$ cat src/rtl/traffic_sensor_conditioner_if.sv
// Sensor-side bus of the traffic sensor conditioner: two raw loop inputs in,
// debounced traffic-present and stuck-sensor flags out.
interface traffic_sensor_conditioner_if;
  logic raw_a;
  logic raw_b;
  logic TA;
  logic TB;
  logic fault_a;
  logic fault_b;

  // Drives the raw loops, observes the conditioned outputs.
  modport master (output raw_a, raw_b, input TA, TB, fault_a, fault_b);
  // The conditioner itself.
  modport slave  (input raw_a, raw_b, output TA, TB, fault_a, fault_b);
endinterface

$ cat src/rtl/traffic_sensor_conditioner.sv
// Two-lane car-detect loop conditioner: each lane is a 2-flop synchroniser
// followed by a debounce FSM with a registered traffic-present output.
// Optional stuck-sensor detection is enabled with macro SENSOR_STUCK_DETECT_EN;
// without it the FAULT state is unreachable and the fault flags are tied 0.

module traffic_sensor_channel #(
  parameter int DEB_CYCLES   = 4,
  parameter int STUCK_CYCLES = 1024,
  parameter int CNT_W        = 11
) (
  input  logic clk,
  input  logic rst,
  input  logic raw_i,
  output logic t_o,
  output logic fault_o
);
  typedef enum logic [2:0] {IDLE, QUAL_ON, ACTIVE, QUAL_OFF, FAULT} state_e;

  localparam logic [CNT_W-1:0] CNT_ONE = CNT_W'(1);
  localparam logic [CNT_W-1:0] DEB_C   = CNT_W'(DEB_CYCLES);
`ifdef SENSOR_STUCK_DETECT_EN
  // ACTIVE entry clears cnt, so STUCK_CYCLES ACTIVE cycles end at STUCK_CYCLES-1.
  localparam logic [CNT_W-1:0] STUCK_LAST = CNT_W'(STUCK_CYCLES - 1);
  // FAULT entry clears cnt; the DEB_CYCLES-th consecutive low sample releases it.
  localparam logic [CNT_W-1:0] DEB_LAST   = CNT_W'(DEB_CYCLES - 1);
`endif

  logic             sync1_q, s_q;
  state_e           state_q;
  logic [CNT_W-1:0] cnt_q;
  logic             t_q;

  // Two-flop synchroniser for the asynchronous loop input.
  always_ff @(posedge clk or posedge rst) begin
    if (rst) begin
      sync1_q <= 1'b0;
      s_q     <= 1'b0;
    end else begin
      sync1_q <= raw_i;
      s_q     <= sync1_q;
    end
  end

`ifdef SENSOR_STUCK_DETECT_EN
  logic fault_q;

  // Debounce / stuck-detect FSM; T and fault are registered alongside the state.
  always_ff @(posedge clk or posedge rst) begin
    if (rst) begin
      state_q <= IDLE;
      cnt_q   <= '0;
      t_q     <= 1'b0;
      fault_q <= 1'b0;
    end else begin
      case (state_q)
        IDLE: if (s_q) begin
          state_q <= QUAL_ON;
          cnt_q   <= CNT_ONE;
        end
        QUAL_ON: if (!s_q) begin
          state_q <= IDLE;
          cnt_q   <= '0;
        end else if (cnt_q == DEB_C) begin
          state_q <= ACTIVE;
          cnt_q   <= '0;
          t_q     <= 1'b1;
        end else cnt_q <= cnt_q + CNT_ONE;
        ACTIVE: if (!s_q) begin
          state_q <= QUAL_OFF;
          cnt_q   <= CNT_ONE;
        end else if (cnt_q == STUCK_LAST) begin
          state_q <= FAULT;
          cnt_q   <= '0;
          t_q     <= 1'b0;
          fault_q <= 1'b1;
        end else cnt_q <= cnt_q + CNT_ONE;
        QUAL_OFF: if (s_q) begin
          state_q <= ACTIVE;
          cnt_q   <= '0;
        end else if (cnt_q == DEB_C) begin
          state_q <= IDLE;
          cnt_q   <= '0;
          t_q     <= 1'b0;
        end else cnt_q <= cnt_q + CNT_ONE;
        FAULT: if (s_q) begin
          cnt_q <= '0;
        end else if (cnt_q == DEB_LAST) begin
          state_q <= IDLE;
          cnt_q   <= '0;
          fault_q <= 1'b0;
        end else cnt_q <= cnt_q + CNT_ONE;
        default: begin
          state_q <= IDLE;
          cnt_q   <= '0;
          t_q     <= 1'b0;
          fault_q <= 1'b0;
        end
      endcase
    end
  end

  assign fault_o = fault_q;
`else
  // Debounce FSM; ACTIVE holds for as long as the loop stays occupied.
  always_ff @(posedge clk or posedge rst) begin
    if (rst) begin
      state_q <= IDLE;
      cnt_q   <= '0;
      t_q     <= 1'b0;
    end else begin
      case (state_q)
        IDLE: if (s_q) begin
          state_q <= QUAL_ON;
          cnt_q   <= CNT_ONE;
        end
        QUAL_ON: if (!s_q) begin
          state_q <= IDLE;
          cnt_q   <= '0;
        end else if (cnt_q == DEB_C) begin
          state_q <= ACTIVE;
          cnt_q   <= '0;
          t_q     <= 1'b1;
        end else cnt_q <= cnt_q + CNT_ONE;
        ACTIVE: if (!s_q) begin
          state_q <= QUAL_OFF;
          cnt_q   <= CNT_ONE;
        end
        QUAL_OFF: if (s_q) begin
          state_q <= ACTIVE;
          cnt_q   <= '0;
        end else if (cnt_q == DEB_C) begin
          state_q <= IDLE;
          cnt_q   <= '0;
          t_q     <= 1'b0;
        end else cnt_q <= cnt_q + CNT_ONE;
        default: begin
          state_q <= IDLE;
          cnt_q   <= '0;
          t_q     <= 1'b0;
        end
      endcase
    end
  end

  assign fault_o = 1'b0;
`endif

  assign t_o = t_q;
endmodule

module traffic_sensor_conditioner #(
  parameter int DEB_CYCLES   = 4,
  parameter int STUCK_CYCLES = 1024,
  parameter int CNT_W        = 11
) (
  input logic                         clk,
  input logic                         rst,
  traffic_sensor_conditioner_if.slave bus
);
  localparam int NUM_LANES = 2;

  // Lane 0 is A, lane 1 is B; the lanes share nothing but clock and reset.
  logic [NUM_LANES-1:0] raw, t, flt;

  assign raw = {bus.raw_b, bus.raw_a};

  for (genvar g = 0; g < NUM_LANES; g++) begin : g_lane
    traffic_sensor_channel #(
      .DEB_CYCLES  (DEB_CYCLES),
      .STUCK_CYCLES(STUCK_CYCLES),
      .CNT_W       (CNT_W)
    ) u_ch (
      .clk    (clk),
      .rst    (rst),
      .raw_i  (raw[g]),
      .t_o    (t[g]),
      .fault_o(flt[g])
    );
  end

  assign bus.TA      = t[0];
  assign bus.TB      = t[1];
  assign bus.fault_a = flt[0];
  assign bus.fault_b = flt[1];
endmodule

$ cat src/flat_wrapper.sv
// flat-port wrapper written by rule: the top's interface ports become plain ports
module traffic_sensor_conditioner_flat 
#(
  parameter int DEB_CYCLES   = 4,
  parameter int STUCK_CYCLES = 1024,
  parameter int CNT_W        = 11
)
  (clk, rst, bus_raw_a, bus_raw_b, bus_TA, bus_TB, bus_fault_a, bus_fault_b);
  traffic_sensor_conditioner_if bus_i ();
  input logic clk;
  input logic rst;
  input wire logic [$bits(bus_i.raw_a)-1:0] bus_raw_a;
  input wire logic [$bits(bus_i.raw_b)-1:0] bus_raw_b;
  output wire logic [$bits(bus_i.TA)-1:0] bus_TA;
  output wire logic [$bits(bus_i.TB)-1:0] bus_TB;
  output wire logic [$bits(bus_i.fault_a)-1:0] bus_fault_a;
  output wire logic [$bits(bus_i.fault_b)-1:0] bus_fault_b;
  assign bus_i.raw_a = bus_raw_a;
  assign bus_i.raw_b = bus_raw_b;
  assign bus_TA = bus_i.TA;
  assign bus_TB = bus_i.TB;
  assign bus_fault_a = bus_i.fault_a;
  assign bus_fault_b = bus_i.fault_b;
  traffic_sensor_conditioner #(.DEB_CYCLES(DEB_CYCLES), .STUCK_CYCLES(STUCK_CYCLES), .CNT_W(CNT_W)) u_core (.clk(clk), .rst(rst), .bus(bus_i));
endmodule
$ cat config.mk
export PLATFORM = sky130hd
export DESIGN_NAME = traffic_sensor_conditioner_flat
export DESIGN_NICKNAME = d
export VERILOG_FILES = /design/src/rtl/traffic_sensor_conditioner_if.sv /design/src/rtl/traffic_sensor_conditioner.sv /design/src/flat_wrapper.sv
export SDC_FILE = /design/constraint.sdc
export NUM_CORES = 1
export LEC_CHECK = 0
export BUFFER_PORTS_ARGS = -buffer_cell sky130_fd_sc_hd__buf_2
export CORE_AREA = 4 4 69 71
export DETAILED_ROUTE_END_ITERATION = 6
export DIE_AREA = 0 0 73 75
export GPL_ROUTABILITY_DRIVEN = 0
export HOLD_SLACK_MARGIN = 0.1
export MAX_ROUTING_LAYER = met4
export PLACE_DENSITY = 0.57
export SYNTH_ARGS = -nofsm -noshare
export SYNTH_HDL_FRONTEND = slang
export SYNTH_HIERARCHICAL = 1
export SYNTH_SLANG_ARGS = --single-unit
$ cat constraint.sdc
create_clock -name clk -period 3.05 [get_ports clk]
set_clock_uncertainty 0.1 [all_clocks]
set_input_delay 0.1525 -clock clk [delete_from_list [all_inputs] [get_ports clk]]
set_output_delay 0.1525 -clock clk [all_outputs]
set_load 0.01 [all_outputs]
==> Word-level counts from Yosys, hierarchy flattened <==
Cells that the tools add are included.
{ "totals": {"n_memories": 0, "elab_cells": 84, "reg_bits": 34, "romBits": 0, "output_inout_bits": 4, "latchBits": 0, "mem_bits_rw": 0, "input_bits": 4} }
{ "classes": {"add_sub_neg": 2, "n_eq_ne": 24, "shifts": 0, "n_reduce_logical": 10, "div_mod_pow": 0, "n_mux": 36, "magnitude_cmp": 0, "bitwise": 2, "multipliers": 0} }
{ "ops": {"columns": ["operator", "n"], "rows": [
  ["2-to-1 mux 11 bit", 10],
  ["case mux 11 bit (4 select lines)", 2],
  ["2-to-1 mux 3 bit", 12],
  ["inequality test 2 bit, second input constant", 12],
  ["case mux 3 bit (4 select lines)", 2],
  ["adder 11 x 1 -> 11 bit, second input constant", 2],
  ["equality test 11 x 3 -> 1 bit, second input constant", 2],
  ["equality test 3 x 2 -> 1 bit, second input constant", 4],
  ["inequality test 3 bit, second input constant", 4],
  ["AND reduction 5 bit", 2],
  ["2-to-1 mux 1 bit", 8],
  ["AND reduction 4 bit", 2],
  ["equality test 3 x 1 -> 1 bit, second input constant", 2],
  ["logical NOT 3 bit", 2],
  ["case mux 1 bit (3 select lines)", 2],
  ["AND reduction 2 bit", 2],
  ["OR reduction 2 bit", 2],
  ["inverter 1 bit", 2]
]} }

==> Depth between registers and ports, before layout <==
{ "logic_depth": {"depth_word": 4, "depth_mapped": 6, "depth_no_buf": 6} }

==> Hierarchy <==
The synthesis kept the hierarchy.
{ "by_module_without_submodules": {"columns": ["mod", "area_per_inst_um2", "cells_per_inst", "seq_area_each_um2", "instances"], "rows": [
  ["traffic_sensor_channel", 878.3, 81, 400.4, 2]
]} }

==> Worst setup path before layout <==
Ideal clock, no wire load.
{ "synth_timing": {"kind": "register to register", "from": "reg u_core.g_lane[0].u_ch.cnt_q[4]", "to": "reg (tool-made name)", "n_path_buf": 0, "stages_incl_launch_ff": 5, "t_arrival_ps": 1309, "setup_slack_ps": 1516, "setup_time_ps": 125, "period_less_slack_ps": 1534, "required_ps": 2825, "cell_sequence": "dfrtp_1 -> nor4_2 -> and4_1 -> nand2_1 -> mux2_4"} }
{ "synth_rtl": {"columns": ["item", "line_no", "source"], "rows": [
  ["from (decl)", "traffic_sensor_conditioner.sv:30", "logic [CNT_W-1:0] cnt_q;"],
  ["from (signal assigned)", "traffic_sensor_conditioner.sv:123", "end else cnt_q <= cnt_q + CNT_ONE;"],
  ["from (signal assigned)", "traffic_sensor_conditioner.sv:135", "end else cnt_q <= cnt_q + CNT_ONE;"]
]} }

==> flow_metrics.py <==
metrics = {
    "power_and_ir_drop": {
        "ir_drop_v": 0.0004169,
        "p_leak_nw": 0.8188,
        "p_total_mw": 1.438,
        "powerDensity_nw_per_um2": 736.2,
    },
    "place": {
        "place_ws_ns": 1.197,
        "post-dp-hpwl_mm": 2.289,
        "portBuffers": 5,
        "post-place-cells": 211,
    },
    "setup_path": {
        "cp-start-kind": "flop",
        "critPathArrivalTime_ns": 1.96,
        "path_buf_inv": 0,
        "timing.rr.end": "u_core/g_lane[0].u_ch/cnt_q[10]",
        "worst-path-max-fanout": 14,
        "cp_slowest_cell": "xor2_2",
        "crit_path_end_kind": "flop",
        "r2r_slack_ns": 1.20,
        "path_cells": "xor2_2 > o211ai_1 > or3_1 > a21oi_2",
        "rr_worst_depth": 4,
        "required_ns": 3.16,
        "path_class": "reg2reg",
        "slowest_delay_ns": 0.53,
        "cp_top_family": "XOR/XNOR gates",
    },
    "sta": {
        "finalMaxSlewViolations": 0,
        "hold_violations": 0,
        "fin_ws_ns": 1.201,
        "setup_viol": 0,
        "fmax_mhz": 540.8,
        "min_period_over_period": 0.6063,
        "rsz0062_at_grt": "no",
        "fin_crit_ns": 1.849,
        "final.setup.tns_ns": 0,
        "slew_headroom": 0.5891,
        "worst_pin_slew_ns": 0.6157,
    },
    "detailed_routing": {
        "vias": 1216,
        "drt-total-wl_mm": 3.259,
        "vias_per_cell": 5.477,
        "drtPass1Iterations": 5,
        "post_drt_wl_per_cell_um": 14.68,
        "antenna_left": 0,
        "drc": 0,
        "drt-initial-drc-count": 24,
    },
    "die": {
        "design.core.area_um2": 4234,
        "ios": 8,
        "start_util": 0.4149,
        "rows": 24,
        "die_w_um": 73,
        "die-area_um2": 5475,
        "die_h_um": 75,
    },
    "logic_synthesis": {
        "synth_edf_count": 0,
        "synth_seq_area_share": 0.4558,
        "yosysTopAreaCell": "dfrtp_1",
        "syn_inst": 162,
        "syn-num-nets": 170,
        "avgSynthCellArea_um2": 10.84,
        "synthTopCellsByArea": "dfrtp_1, xor2_1, nor2_2",
        "yosys_warnings": 6,
        "synth_ff_type": "dfrtp_1",
        "synthesis.area_um2": 1757,
        "synth_seq_cells": 32,
        "synthArstFlopShare": 1.000,
        "synth.distinct_cells": 32,
        "yosysTopAreaCellShare": 0.4558,
    },
    "clocking": {
        "cts_buffers": 5,
        "clk_pin_slew_ns": 0.06,
        "cts_tree": "built",
        "cts_resized": 0,
        "cts_root_buf": "clkbuf_8",
        "cts_setup_buffers": 0,
        "cts_max_level": 2,
        "cts_num_sinks": 32,
        "postCtsHoldBufs": 3,
        "worstSkewPairLatency_ns": 0.28,
        "clk_path_buf_depth": 2,
    },
    "cells_and_area": {
        "final_cells": 222,
        "fill_cells": 383,
        "fin_nets": 177,
        "drive_gt1_frac": 0.2647,
        "area_growth_pct": 11.18,
        "postLayoutCoreUtil": 0.4613,
        "final_cell_mix": "dfrtp_1, xor2_1, nor2_2, o211ai_1, o21ai_0",
        "antenna_cells": 0,
        "final_common_cell": "dfrtp_1",
    },
    "global_route": {
        "gr-usage-all-layers": 0.1485,
        "grt-ovfl-total": 0,
        "antenna_found_initial": 0,
        "grt_pass1_wl_mm": 5.927,
        "grt_start_max_net_pins": 17,
        "grt_pass1_vias": 1254,
    },
    "flow_run": {
        "maxCapViolCount": 0,
    },
    "worst_hold_path": {
        "hold_end": "u_core/g_lane[0].u_ch/s_q",
        "hold_path.class": "reg2reg",
        "hp-start": "u_core/g_lane[0].u_ch/sync1_q",
        "min_path_cells": 0,
    },
    "outcome": {
        "run_status": "finished, final reports clean",
    },
}
synth_stat cells, drive strengths merged, types with 4 or more instances:
library cell and number:
and4 8, and2 4, and3 4, a21oi 6, dfrtp 32, o31ai 4, inv 6, o211ai 10
nand3 4, nand2 4, nand4 4, xor2 16, ha 4, nor2 18, nor2b 4, or3 4
buf 6, o21ai 12
kinds of logic (layout without fill, tap and decap cells):
logic type	after synthesis	in the layout	synth area share
AO/OA/AOI/OAI	36	36	0.1510
XOR/XNOR	16	16	0.08832
adder cells (fa/ha/maj)	4	4	0.02849
buffers and inverters	14	22	0.04131
flip-flops	32	32	0.4558
multiplexers	2	2	0.01709
other	2	2	0.004275
AND/OR/NAND/NOR	56	56	0.2137
report_power, final:
group,switching [mW],internal [mW]
combinational,0.252,0.146
clock,0.154,0.288
sequential,0.108,0.490
per-layer routing:
metal	part of all wire	vias to the layer above	global-route usage	routed length [um]
met2	0.48	21	0.2205	1554
met5	0	-	-	0
met1	0.46	608	0.1851	1505
li1	-	580	-	-
met4	0.021	0	0.06967	69
met3	0.040	7	0.04539	129
worst max path at each step:
stage,endpoint,slack (ns),depth (start not counted)
after global routing,u_core/g_lane[0].u_ch/cnt_q[10],1.09,4
after detailed placement,u_core/g_lane[0].u_ch/cnt_q[10],1.20,4
final,u_core/g_lane[0].u_ch/cnt_q[10],1.20,4
after CTS,u_core/g_lane[0].u_ch/cnt_q[10],1.19,4
after global placement,u_core/g_lane[1].u_ch/cnt_q[9],1.30,4
after floorplan,flop,1.52,4
registers in the layout (all words and copies together), names as in the netlist, named ones only:
signal	flops
u_core/g_lane.u_ch/s_q	2
u_core/g_lane.u_ch/state_q	2
u_core/g_lane.u_ch/sync1_q	2
u_core/g_lane.u_ch/cnt_q	22
u_core/g_lane.u_ch/t_o	2
per-stage QoR:
stage | hold slack, ns | area [um^2]
CTS | 0.2718 | 1953
floorplan | -0.03376 | 1757
detailed placement | 0.1645 | 1797
global route | 0.2913 | 1953
finish | 0.2575 | 1953
global placement | 0.1520 | 1797
final cells by class:
cell class	count	area [um^2]	share of cell area
Clock buffer	7	96.34	0.04933
Clock inverter	1	30.03	0.01537
Inverter	6	22.52	0.01153
Multi-Input combinational cell	116	883.3	0.4523
Sequential cell	32	800.8	0.4100
Tap cell	52	65.06	0.03331
Timing Repair Buffer	8	55.05	0.02819
(Power assumes the default switching activity.)
